[src/rtl/fifo_reader_if.sv]
// -----------------------------------------------------------------------------
// fifo_reader_if
//   Valid/ready handshake between fifo_reader and its downstream consumer.
//
//   Parameters
//     M         word width carried on rd_data
//
//   Signals
//     rd_valid  reader -> consumer  rd_data holds an undelivered word
//     rd_ready  consumer -> reader  consumer accepts the word this cycle
//     rd_data   reader -> consumer  delivered word
//
//   Modports
//     master    the reader side (drives rd_valid/rd_data)
//     slave     the consumer side (drives rd_ready)
// -----------------------------------------------------------------------------
interface fifo_reader_if #(
  parameter int unsigned M = 2
);
  logic         rd_valid;
  logic         rd_ready;
  logic [M-1:0] rd_data;

  modport master (
    output rd_valid,
    output rd_data,
    input  rd_ready
  );

  modport slave (
    input  rd_valid,
    input  rd_data,
    output rd_ready
  );
endinterface

[src/rtl/fifo_reader.sv]
// -----------------------------------------------------------------------------
// fifo_reader
//   Read-side controller for the fifo queue. The queue has no empty flag and
//   its out register lags the read pointer by one cycle, so this block keeps a
//   shadow occupancy count by snooping the writer's push and only pops when
//   the queue's out is known to already show the head word. Popped words are
//   offered to a consumer over a valid/ready handshake.
//
//   Parameters
//     N          queue depth (must match the paired queue)
//     M          word width  (must match the paired queue)
//
//   Ports
//     clk        single clock, shared with the queue
//     reset      asynchronous, active-low reset
//     flush      synchronous, active-high clear (the queue's own reset)
//     fifo_push  copy of the writer's push into the queue
//     fifo_out   queue out port
//     fifo_pop   queue pop port (high only in SETTLE)
//     rd         consumer handshake (rd_valid / rd_ready / rd_data)
//     level      shadow occupancy, 0..N
//     empty      level == 0
//     drop_err   sticky: a push was dropped by the full queue
// -----------------------------------------------------------------------------
module fifo_reader #(
  parameter int unsigned N = 4,
  parameter int unsigned M = 2
) (
  input  logic                 clk,
  input  logic                 reset,
  input  logic                 flush,
  input  logic                 fifo_push,
  input  logic [M-1:0]         fifo_out,
  output logic                 fifo_pop,
  fifo_reader_if.master        rd,
  output logic [$clog2(N):0]   level,
  output logic                 empty,
  output logic                 drop_err
);

  localparam int unsigned LW = $clog2(N) + 1;

  typedef logic [LW-1:0] lvl_t;

  localparam lvl_t LVL_FULL = lvl_t'(N);

  typedef enum logic [1:0] {
    IDLE,
    SETTLE,
    VALID
  } state_t;

  state_t       state_q;
  state_t       state_d;
  lvl_t         lvl_q;
  lvl_t         lvl_d;
  logic         acc;
  logic         drop;
  logic         rd_valid_q;
  logic         rd_valid_d;
  logic [M-1:0] rd_data_q;
  logic         drop_err_q;

  // Pop is a pure state decode: no combinational path from rd_ready or push.
  assign fifo_pop = (state_q == SETTLE);

  // A push is taken by the queue unless it is full and not popping this cycle.
  assign acc  = fifo_push && ((lvl_q < LVL_FULL) || fifo_pop);
  assign drop = fifo_push && (lvl_q == LVL_FULL) && !fifo_pop;

  always_comb begin
    lvl_d = lvl_q + lvl_t'(acc) - lvl_t'(fifo_pop);
  end

  // Leaving IDLE/VALID towards SETTLE looks at the registered count only:
  // a non-zero registered count means the head word was already in the
  // queue on the previous edge, so fifo_out shows it during SETTLE.
  always_comb begin
    state_d = state_q;
    unique case (state_q)
      IDLE: begin
        if (lvl_q != '0) state_d = SETTLE;
      end
      SETTLE: begin
        state_d = VALID;
      end
      VALID: begin
        if (rd.rd_ready) state_d = (lvl_q != '0) ? SETTLE : IDLE;
      end
      default: begin
        state_d = IDLE;
      end
    endcase
  end

  assign rd_valid_d = (state_d == VALID);

  always_ff @(posedge clk or negedge reset) begin
    if (!reset) begin
      state_q    <= IDLE;
      lvl_q      <= '0;
      rd_valid_q <= 1'b0;
      rd_data_q  <= '0;
      drop_err_q <= 1'b0;
    end else if (flush) begin
      state_q    <= IDLE;
      lvl_q      <= '0;
      rd_valid_q <= 1'b0;
      rd_data_q  <= '0;
      drop_err_q <= 1'b0;
    end else begin
      state_q    <= state_d;
      lvl_q      <= lvl_d;
      rd_valid_q <= rd_valid_d;
      if (state_q == SETTLE) rd_data_q <= fifo_out;
      if (drop) drop_err_q <= 1'b1;
    end
  end

  assign rd.rd_valid = rd_valid_q;
  assign rd.rd_data  = rd_data_q;
  assign level       = lvl_q;
  assign empty       = (lvl_q == '0);
  assign drop_err    = drop_err_q;

endmodule

[src/flat_wrapper.sv]
// flat-port wrapper written by rule: the top's interface ports become plain ports
module fifo_reader_flat 
#(
  parameter int unsigned N = 4,
  parameter int unsigned M = 2
)
  (clk, reset, flush, fifo_push, fifo_out, fifo_pop, level, empty, drop_err, rd_rd_valid, rd_rd_data, rd_rd_ready);
  fifo_reader_if #(.M(M)) rd_i ();
  input  logic clk;
  input  logic reset;
  input  logic flush;
  input  logic fifo_push;
  input  logic [M-1:0] fifo_out;
  output logic fifo_pop;
  output logic [$clog2(N):0] level;
  output logic empty;
  output logic drop_err;
  output wire logic [$bits(rd_i.rd_valid)-1:0] rd_rd_valid;
  output wire logic [$bits(rd_i.rd_data)-1:0] rd_rd_data;
  input wire logic [$bits(rd_i.rd_ready)-1:0] rd_rd_ready;
  assign rd_rd_valid = rd_i.rd_valid;
  assign rd_rd_data = rd_i.rd_data;
  assign rd_i.rd_ready = rd_rd_ready;
  fifo_reader #(.N(N), .M(M)) u_core (.clk(clk), .reset(reset), .flush(flush), .fifo_push(fifo_push), .fifo_out(fifo_out), .fifo_pop(fifo_pop), .rd(rd_i), .level(level), .empty(empty), .drop_err(drop_err));
endmodule
[config.mk]
export PLATFORM = sky130hd
export DESIGN_NAME = fifo_reader_flat
export DESIGN_NICKNAME = d
export VERILOG_FILES = /design/src/rtl/fifo_reader_if.sv /design/src/rtl/fifo_reader.sv /design/src/flat_wrapper.sv
export SDC_FILE = /design/constraint.sdc
export NUM_CORES = 1
export LEC_CHECK = 0
export ABC_AREA = 0
export CORE_AREA = 2 2 39 41
export CTS_CLUSTER_DIAMETER = 200
export DETAILED_ROUTE_END_ITERATION = 7
export DIE_AREA = 0 0 41 43
export GPL_TIMING_DRIVEN = 0
export PLACE_DENSITY_LB_ADDON = 0.2
export SLEW_MARGIN = 0
export SYNTH_ARGS = -nofsm -noshare
export SYNTH_HDL_FRONTEND = slang
export SYNTH_SLANG_ARGS = --single-unit
[constraint.sdc]
create_clock -name clk -period 4 [get_ports clk]
set_input_delay 0.4 -clock clk [delete_from_list [all_inputs] [get_ports clk]]
set_output_delay 0.4 -clock clk [all_outputs]
set_load 0.005 [all_outputs]
Yosys cells after proc, flatten, opt, wreduce, memory -nomap -nowiden
Cells that the tools add are included.
- add/sub/neg operators: 2
- order comparisons: 1
- eq/ne operators: 4
- multiplexer cells: 11
- reduce and logical (&&, ||, !) cells: 10
- operators with widths (operator ; count):
    two-way mux 2 bit ; 5
    case mux 2 bit (3 select lines) ; 1
    == test 2 bit, second input constant ; 2
    two-way mux 1 bit ; 4
    nonzero test 2 bit ; 2
    adder 3 x 1 -> 3 bit ; 1
    == test 3 bit, second input constant ; 1
    logical AND 1 bit ; 3
    zero test 3 bit ; 1
    < comparator 3 bit, second input constant ; 1
    two-way mux 3 bit ; 1
    nonzero test 3 bit ; 1
    subtractor 3 x 1 -> 3 bit ; 1
    == test 2 x 1 -> 1 bit, second input constant ; 1
    zero test 2 bit ; 1
    zero test 1 bit ; 1
    logical OR 1 bit ; 1
- register bits after elaboration: 9
- input port bits: 7
- output and inout port bits: 9
- logic and storage cells: 33

Longest topological paths before layout
Gate-level depths: netlist of the first run.
- depth in word-level cells: 6
- mapped depth: 9
- gate-level depth less buffers: 8

Worst setup path after synthesis of the first run
Ideal clock, no wire load.
- path type: register to register
- start point: reg u_core.state_q[1]
- end point: reg u_core.lvl_q[2] (netlist: u_core.level[2])
- setup time: 0.130 ns
- data arrival time: 1.689 ns
- required time: 3.870 ns
- path slack: 2.181 ns
- stages on the path, launching flop included: 10
- path buffers: 1
- clock period less this slack: 1.819 ns
- path through: dfrtp_1 > nand2b_1 > buf_4 > a21boi_0 > ha_1 > inv_1 > fa_1 > xor2_1 > xnor2_1 > nor2_1
- longest elaborated chain between the ends: 6
- ends and longest elaborated chain (element ; line ; RTL):
    start, declared ; fifo_reader.sv:53 ; state_t state_q;
    start signal, assigned ; fifo_reader.sv:112 ; state_q <= state_d;
    == test 2 x 1 -> 1 bit (*) ; fifo_reader.sv:65 ; assign fifo_pop = (state_q == SETTLE);
    logical OR 1 bit ; fifo_reader.sv:68 ; assign acc = fifo_push && ((lvl_q < LVL_FULL) || fifo_pop);
    logical AND 1 bit ; fifo_reader.sv:68 ;
    adder 3 x 1 -> 3 bit ; fifo_reader.sv:72 ; lvl_d = lvl_q + lvl_t'(acc) - lvl_t'(fifo_pop);
    subtractor 3 x 1 -> 3 bit (*) ; fifo_reader.sv:72 ;
    two-way mux 3 bit (*) ; fifo_reader.sv:105 ; end else if (flush) begin
    end signal, assigned ; fifo_reader.sv:113 ; lvl_q <= lvl_d;
    end, declared ; fifo_reader.sv:55 ; lvl_t lvl_q;
Mark *: on every way between the ends. The rest lies on a longest branch, timed or not.
A chain may end at the register's enable or synchronous reset.

Worst setup path in the final report of the first run
- start point: reg u_core.lvl_q[2] (netlist: u_core.level[2])
- end point: out empty
- longest elaborated chain between the ends: 1
- ends and longest elaborated chain (element ; line ; RTL):
    zero test 3 bit ; fifo_reader.sv:123 ; assign empty = (lvl_q == '0);
    end, declared ; flat_wrapper.sv:16 ; output logic empty;
No other way between the ends.

==> results of run 1 <==
cell usage after synthesis (all sizes together):
| cell | instances | share of area, % |
|---|---|---|
| a21boi | 1 | 1.8 |
| a21oi | 2 | 2.4 |
| a41oi | 1 | 3.9 |
| buf | 1 | 1.8 |
| clkbuf | 1 | 0.89 |
| dfrtp | 9 | 54 |
| fa | 1 | 4.8 |
| ha | 1 | 3.0 |
| inv | 2 | 1.8 |
| mux2i | 2 | 4.8 |
| nand2b | 2 | 3.0 |
| nor2 | 7 | 6.3 |
| nor2b | 2 | 3.0 |
| nor3 | 1 | 1.2 |
| nor4 | 1 | 1.5 |
| xnor2 | 2 | 4.2 |
| xor2 | 1 | 2.1 |
power groups by stage:
stage	clock, uW	combinational (uW)	sequential, uW
after global routing	76.4	199	142
after global placement	0	174	141
final	67.4	173	138
after CTS	71.6	176	139
after detailed placement	0	175	141
after floorplan	0	99.4	139
worst register-to-register path, delay by kind of cell, from the launching register on:
kind	cells	cell delay, ps
AOI/OAI and AO/OA	1	190
xor gates and xnor gates	2	300
adders and majority gates	2	540
buffers and inverters	2	220
DFF	1	360
and+or+nand+nor	2	190
area by class of cell:
class | count | area (sq um) | area share, %
flip-flops and latches | 9 | 225 | 37.2
well taps | 16 | 20.0 | 3.31
multi-input cells | 24 | 175 | 28.9
inverters | 2 | 7.51 | 1.24
clock buffers | 4 | 26.3 | 4.34
plain buffers | 2 | 11.3 | 1.86
repair buffers | 14 | 140 | 23.1
how the worst max path moves through the flow:
| stage | start | end | slack [ps] |
|---|---|---|---|
| 2_1_floorplan | u_core.state_q[1]$_DFF_PN0_ | u_core.level[2]$_DFF_PN0_ | 2180 |
| 3_3_place_gp | fifo_push | u_core.level[2]$_DFF_PN0_ | 1830 |
| 3_5_place_dp | fifo_push | u_core.level[2]$_DFF_PN0_ | 1820 |
| 4_1_cts | u_core.level[2]$_DFF_PN0_ | empty | 2010 |
| 5_1_grt | u_core.state_q[1]$_DFF_PN0_ | u_core.level[2]$_DFF_PN0_ | 1920 |
| 6_report | u_core.level[2]$_DFF_PN0_ | empty | 2020 |
sequential cells by signal, summed over array words and instances, names as in the netlist:
signal / flops
u_core.drop_err: 1
u_core.level: 3
u_core.state_q: 2
u_core.rd.rd_valid: 1
u_core.rd.rd_data: 2
per-stage QoR:
step | setup WS (ps) | cell area [sq um] | hold WS (ps) | total power [uW]
after floorplan | 2180 | 419 | 104 | 238
after global placement | 1830 | 579 | 456 | 315
after detailed placement | 1820 | 579 | 459 | 316
after CTS | 2010 | 606 | 445 | 387
after global routing | 1920 | 606 | 470 | 417
final | 2020 | 606 | 444 | 378
logic make-up after synthesis:
group                    count (synthesis)
buffers and inverters                    4
AO/OA/AOI/OAI                            4
XOR/XNOR                                 3
multiplexers                             2
AND/OR/NAND/NOR                         13
adder cells (fa/ha/maj)                  2
flip-flops                               9
per-layer routing:
| layer | up-vias | GRT usage (%) | routed length [um] |
|---|---|---|---|
| met5 | - | 0 | 0 |
| met4 | 0 | 2.00 | 0 |
| met3 | 0 | 8.38 | 45 |
| met2 | 9 | 17.2 | 350 |
| met1 | 140 | 11.1 | 329 |
| li1 | 157 | - | - |
==> results.py, run 1 <==
metrics = {
    "synthesis": {
        "yosysWarnings": 0,
        "yosys.area_share.simple_pct": 14.9,
        "synth_nets": 46,
        "syn_inst": 37,
        "synth_mux_area_share_pct": 4.78,
        "synth_top_family_by_area": "simple AND/OR/NAND/NOR gates",
        "synthXorXnorAreaFrac_pct": 6.27,
        "synth-seq-area-share_pct": 53.7,
        "syn_area_sq_um": 419,
        "yosysUniqueCellTypes": 17,
        "syn_avg_cell_area_sq_um": 11.3,
        "synth_compound_area_share_pct": 8.06,
        "synth_fa_ha_area_share_pct": 7.76,
        "ys_ff_latch": 9,
    },
    "status": {
        "status": "finished, final reports clean",
    },
    "clock_tree": {
        "cts_buffers": 3,
        "clkSinkCount": 9,
        "cts_setup_buffers": 0,
        "cts_hold_buf": 0,
        "clk_pin_slew_worst_paths_ps": 60,
        "clock_path_buffers": 2,
        "insertion_delay_ps": 250,
        "cts_tree": "done",
        "cts_root_buf": "clkbuf_4",
        "ctsResizeCount": 0,
        "htree_levels": 1,
    },
    "sta": {
        "fin_setup_tns_ps": 0,
        "rsz0062_at_grt": "false",
        "setup_violations": 0,
        "fin_crit_ps": 1980,
        "max_clock_freq_mhz": 506,
        "slew_violations": 0,
        "hold_viol": 0,
        "skew_ps": 2.70,
        "tightest_slew_ps": 411,
        "post-route-period-util_pct": 49.4,
        "maxSlewHeadroom_pct": 72.5,
    },
    "setup_path": {
        "crit_path_max_incr_delay_ps": 560,
        "cp.arrival_ps": 1580,
        "r2r_setup_slack_ps": 2080,
        "critical_path_class": "reg -> out",
        "slowest_stage": "clkdlybuf4s50_1",
        "start_kind": "flip-flop",
        "crit_chain": "nor3_1 > clkdlybuf4s50_1",
        "crit_fanout": 5,
        "r2r_end": "u_core.level[2]$_DFF_PN0_",
        "endpoint_kind": "output pin",
        "r2r_cells": 9,
        "cp_num_buf_inv": 1,
        "cp_top_family": "buffers and inverters",
        "path_depth": 2,
        "r2r_start": "u_core.state_q[1]$_DFF_PN0_",
        "cp_data_required_time_ps": 3600,
    },
    "pwr": {
        "vdd_ir_drop_max_mv": 0.284,
        "power_leakage_uw": 0.000278,
        "p_sw_share_pct": 31.3,
        "intPower_uw": 260,
        "p_seq_share_pct": 36.5,
        "p_sw_uw": 118,
        "pwr-share-comb_pct": 45.7,
        "cellPowerDensity_mw_per_mm2": 625,
        "clkPwrFrac_pct": 17.8,
    },
    "final_layout": {
        "area_growth_pct": 44.5,
        "num_antenna_cells": 0,
        "drive_above_1_share_pct": 9.09,
        "final_cell_mix": "14 x clkdlybuf4s50_1, 9 x dfrtp_1, 7 x nor2_1",
        "layout_commonest_cell": "clkdlybuf4s50_1",
        "fin_util_pct": 43.8,
        "fillCellCount": 154,
        "final_cells": 71,
        "finalNetCount": 65,
    },
    "place": {
        "io_buffers": 14,
        "routabilityCongestion": 0.647,
        "placed_cells_incl_taps": 67,
        "dpl.hpwl_um": 569,
    },
    "grt": {
        "grt_max_degree": 10,
        "grt_pass1_wl_mm": 1.27,
        "grt_overflow": 0,
        "grt_pass1_vias": 329,
        "grt_use_total_pct": 10.9,
        "antenna_found_initial": 0,
    },
    "routing": {
        "drt_pre_antenna_iters": 2,
        "viasPerCell": 4.31,
        "ant_nets": 0,
        "finalWirelength_um": 725,
        "vias": 306,
        "drc": 0,
        "first_iter_violations": 4,
        "avgRoutedWirePerCell_um": 10.2,
    },
    "floorplanning": {
        "start_util_pct": 30.3,
        "rows": 14,
        "ios": 16,
        "dieArea_sq_mm": 0.00176,
        "die_h_um": 43,
        "core-area_sq_mm": 0.00138,
        "fp.dieW_um": 41,
    },
    "run": {
        "cap_viol_max_count": 0,
    },
    "worst_hold_path": {
        "min_path_type": "in -> async",
    },
}
(Power assumes the default switching activity.)
==> run 2: changes to the inputs <==
==> constraint.sdc (replaced) <==
create_clock -name clk -period 1.7 [get_ports clk]
set_input_delay 0.17 -clock clk [delete_from_list [all_inputs] [get_ports clk]]
set_output_delay 0.17 -clock clk [all_outputs]
set_load 0.005 [all_outputs]
==> results.py, run 2 (synthesis gave the netlist of run 1 again) <==
metrics = {
    "final_layout": {
        "final_cells": 72,
        "num_antenna_cells": 0,
        "area_growth_pct": 53.7,
        "drive_above_1_share_pct": 26.8,
        "layout_commonest_cell": "clkdlybuf4s50_1",
        "fillCellCount": 146,
        "finalNetCount": 66,
        "largest_register_ff_count": 3,
        "final_cell_mix": "14 x clkdlybuf4s50_1, 7 x nor2_1, 7 x dfrtp_1",
    },
    "place": {
        "dpl.hpwl_um": 609,
        "io_buffers": 14,
        "post-place-ws_ps": -185,
        "placed_cells_incl_taps": 67,
        "routabilityCongestion": 0.669,
    },
    "sta": {
        "tightest_slew_ps": 421,
        "post-route-period-util_pct": 102,
        "max_clock_freq_mhz": 577,
        "rsz0062_at_grt": "true",
        "setup_violations": 1,
        "fin_hold_ws_ps": 216,
        "hold_viol": 0,
        "slew_violations": 0,
        "skew_ps": 1.89,
        "maxSlewHeadroom_pct": 71.9,
        "setup_slack_ps": -34.5,
        "fin_setup_tns_ps": -34.5,
        "fin_crit_ps": 1730,
    },
    "clock_tree": {
        "insertion_delay_ps": 250,
        "clkSinkCount": 9,
        "cts_tree": "done",
        "clock_path_buffers": 2,
        "cts_buffers": 3,
        "cts_root_buf": "clkbuf_4",
        "clk_pin_slew_worst_paths_ps": 60,
        "htree_levels": 1,
    },
    "status": {
        "failed_checks": "setup timing",
        "status": "finished, violations left",
    },
    "setup_path": {
        "crit_fanout": 4,
        "critical_path_class": "reg -> reg",
        "slowest_stage": "dfrtp_1",
        "r2r_end": "u_core.level[2]$_DFF_PN0_",
        "startpoint": "u_core.state_q[1]$_DFF_PN0_",
        "crit_path_max_incr_delay_ps": 370,
        "r2r_start": "u_core.state_q[1]$_DFF_PN0_",
        "cp.arrival_ps": 1860,
        "r2r_cells": 8,
        "r2r_setup_slack_ps": -30,
        "crit_chain": "nand2b_4 > a21boi_2 > ha_2 > inv_2 > fa_2 > xor2_1 > xnor2_1 > nor2_1",
        "critPathCapture": "u_core.level[2]$_DFF_PN0_",
        "cp_data_required_time_ps": 1820,
        "start_kind": "flip-flop",
        "endpoint_kind": "flip-flop",
    },
    "grt": {
        "grt_use_total_pct": 12.1,
        "grt_pass1_wl_mm": 1.40,
        "grt_max_degree": 10,
        "antenna_found_initial": 0,
        "grt_pass1_vias": 314,
        "grt_overflow": 0,
    },
    "floorplanning": {
        "dieArea_sq_mm": 0.00176,
        "rows": 14,
        "fp.dieW_um": 41,
        "die_h_um": 43,
        "ios": 16,
        "core-area_sq_mm": 0.00138,
        "start_util_pct": 30.3,
    },
    "routing": {
        "ant_nets": 0,
        "finalWirelength_um": 848,
        "avgRoutedWirePerCell_um": 11.8,
        "viasPerCell": 4.47,
        "met3_length_um": 54,
        "vias": 322,
        "drt_pre_antenna_iters": 1,
        "top_layer": "met3",
        "drt-met1-wl_um": 369,
        "drc": 0,
        "wl_met2_um": 423,
        "first_iter_violations": 0,
    },
    "pwr": {
        "vdd_ir_drop_max_mv": 0.632,
        "p_total_uw": 973,
        "cellPowerDensity_mw_per_mm2": 1510,
        "power_leakage_uw": 0.000288,
    },
    "run": {
        "cap_viol_max_count": 0,
    },
    "worst_hold_path": {
        "min_path_type": "in -> async",
    },
}
run 2: cell types whose count changed in the layout (fill, tap and decap cells not counted), sizes merged:
cell  delta
buf      +1
run 2: power by group:
group | leakage (uW) | switching, uW | internal [uW]
Clock | 0.0000150 | 70.8 | 90.2
Combinational | 0.000155 | 173 | 293
Sequential | 0.000118 | 70.8 | 276
run 2: final cells by class:
type | instances | area (sq um) | area share, %
buffer | 1 | 3.75 | 0.583
clock buffer | 4 | 26.3 | 4.08
inverter | 2 | 7.51 | 1.17
multi-input combinational | 24 | 204 | 31.7
sequential | 9 | 228 | 35.3
tap | 16 | 20.0 | 3.11
timing repair buffer | 16 | 155 | 24.1
run 2: repair_timing:
action / in CTS / in global routing
gates resized for setup: 1 / 3
hold buffers: 0 / 0
endpoints found under the setup margin: 2 / 3
buffers inserted: 2 / 0
pin swaps: 3 / 4
cloned: 0 / 0
run 2: worst min path at each step:
stage	cells past startpoint	endpoint	slack [ps]
2_1_floorplan	0	u_core.drop_err$_DFFE_PN0P_	-130
6_report	1	u_core.rd.rd_valid$_DFF_PN0_	220
3_5_place_dp	1	u_core.rd.rd_valid$_DFF_PN0_	500
4_1_cts	1	u_core.rd.rd_valid$_DFF_PN0_	220
3_3_place_gp	1	u_core.rd.rd_valid$_DFF_PN0_	500
5_1_grt	1	u_core.rd.rd_valid$_DFF_PN0_	230
run 2: critical path: cells and delay by family, from the launching register on:
family	cells	cell delay, ps
AND/OR/NAND/NOR	2	240
AO/OA/AOI/OAI	1	140
buffers and inverters	1	30
XOR/XNOR	2	310
flip-flops	1	370
adder cells (fa/ha/maj)	2	500
run 2: metal layers:
layer	track usage (%)	vias up
li1	-	160
met1	17.2	152
met2	16.3	10
met3	3.14	0
met4	6.00	0
met5	0	-
run 2: metrics by stage:
stage          util [%]  area [sq um]
2_1_floorplan         -           447
3_3_place_gp       43.9           607
3_5_place_dp       43.9           607
4_1_cts            46.0           637
5_1_grt            46.6           644
6_report           46.6           644
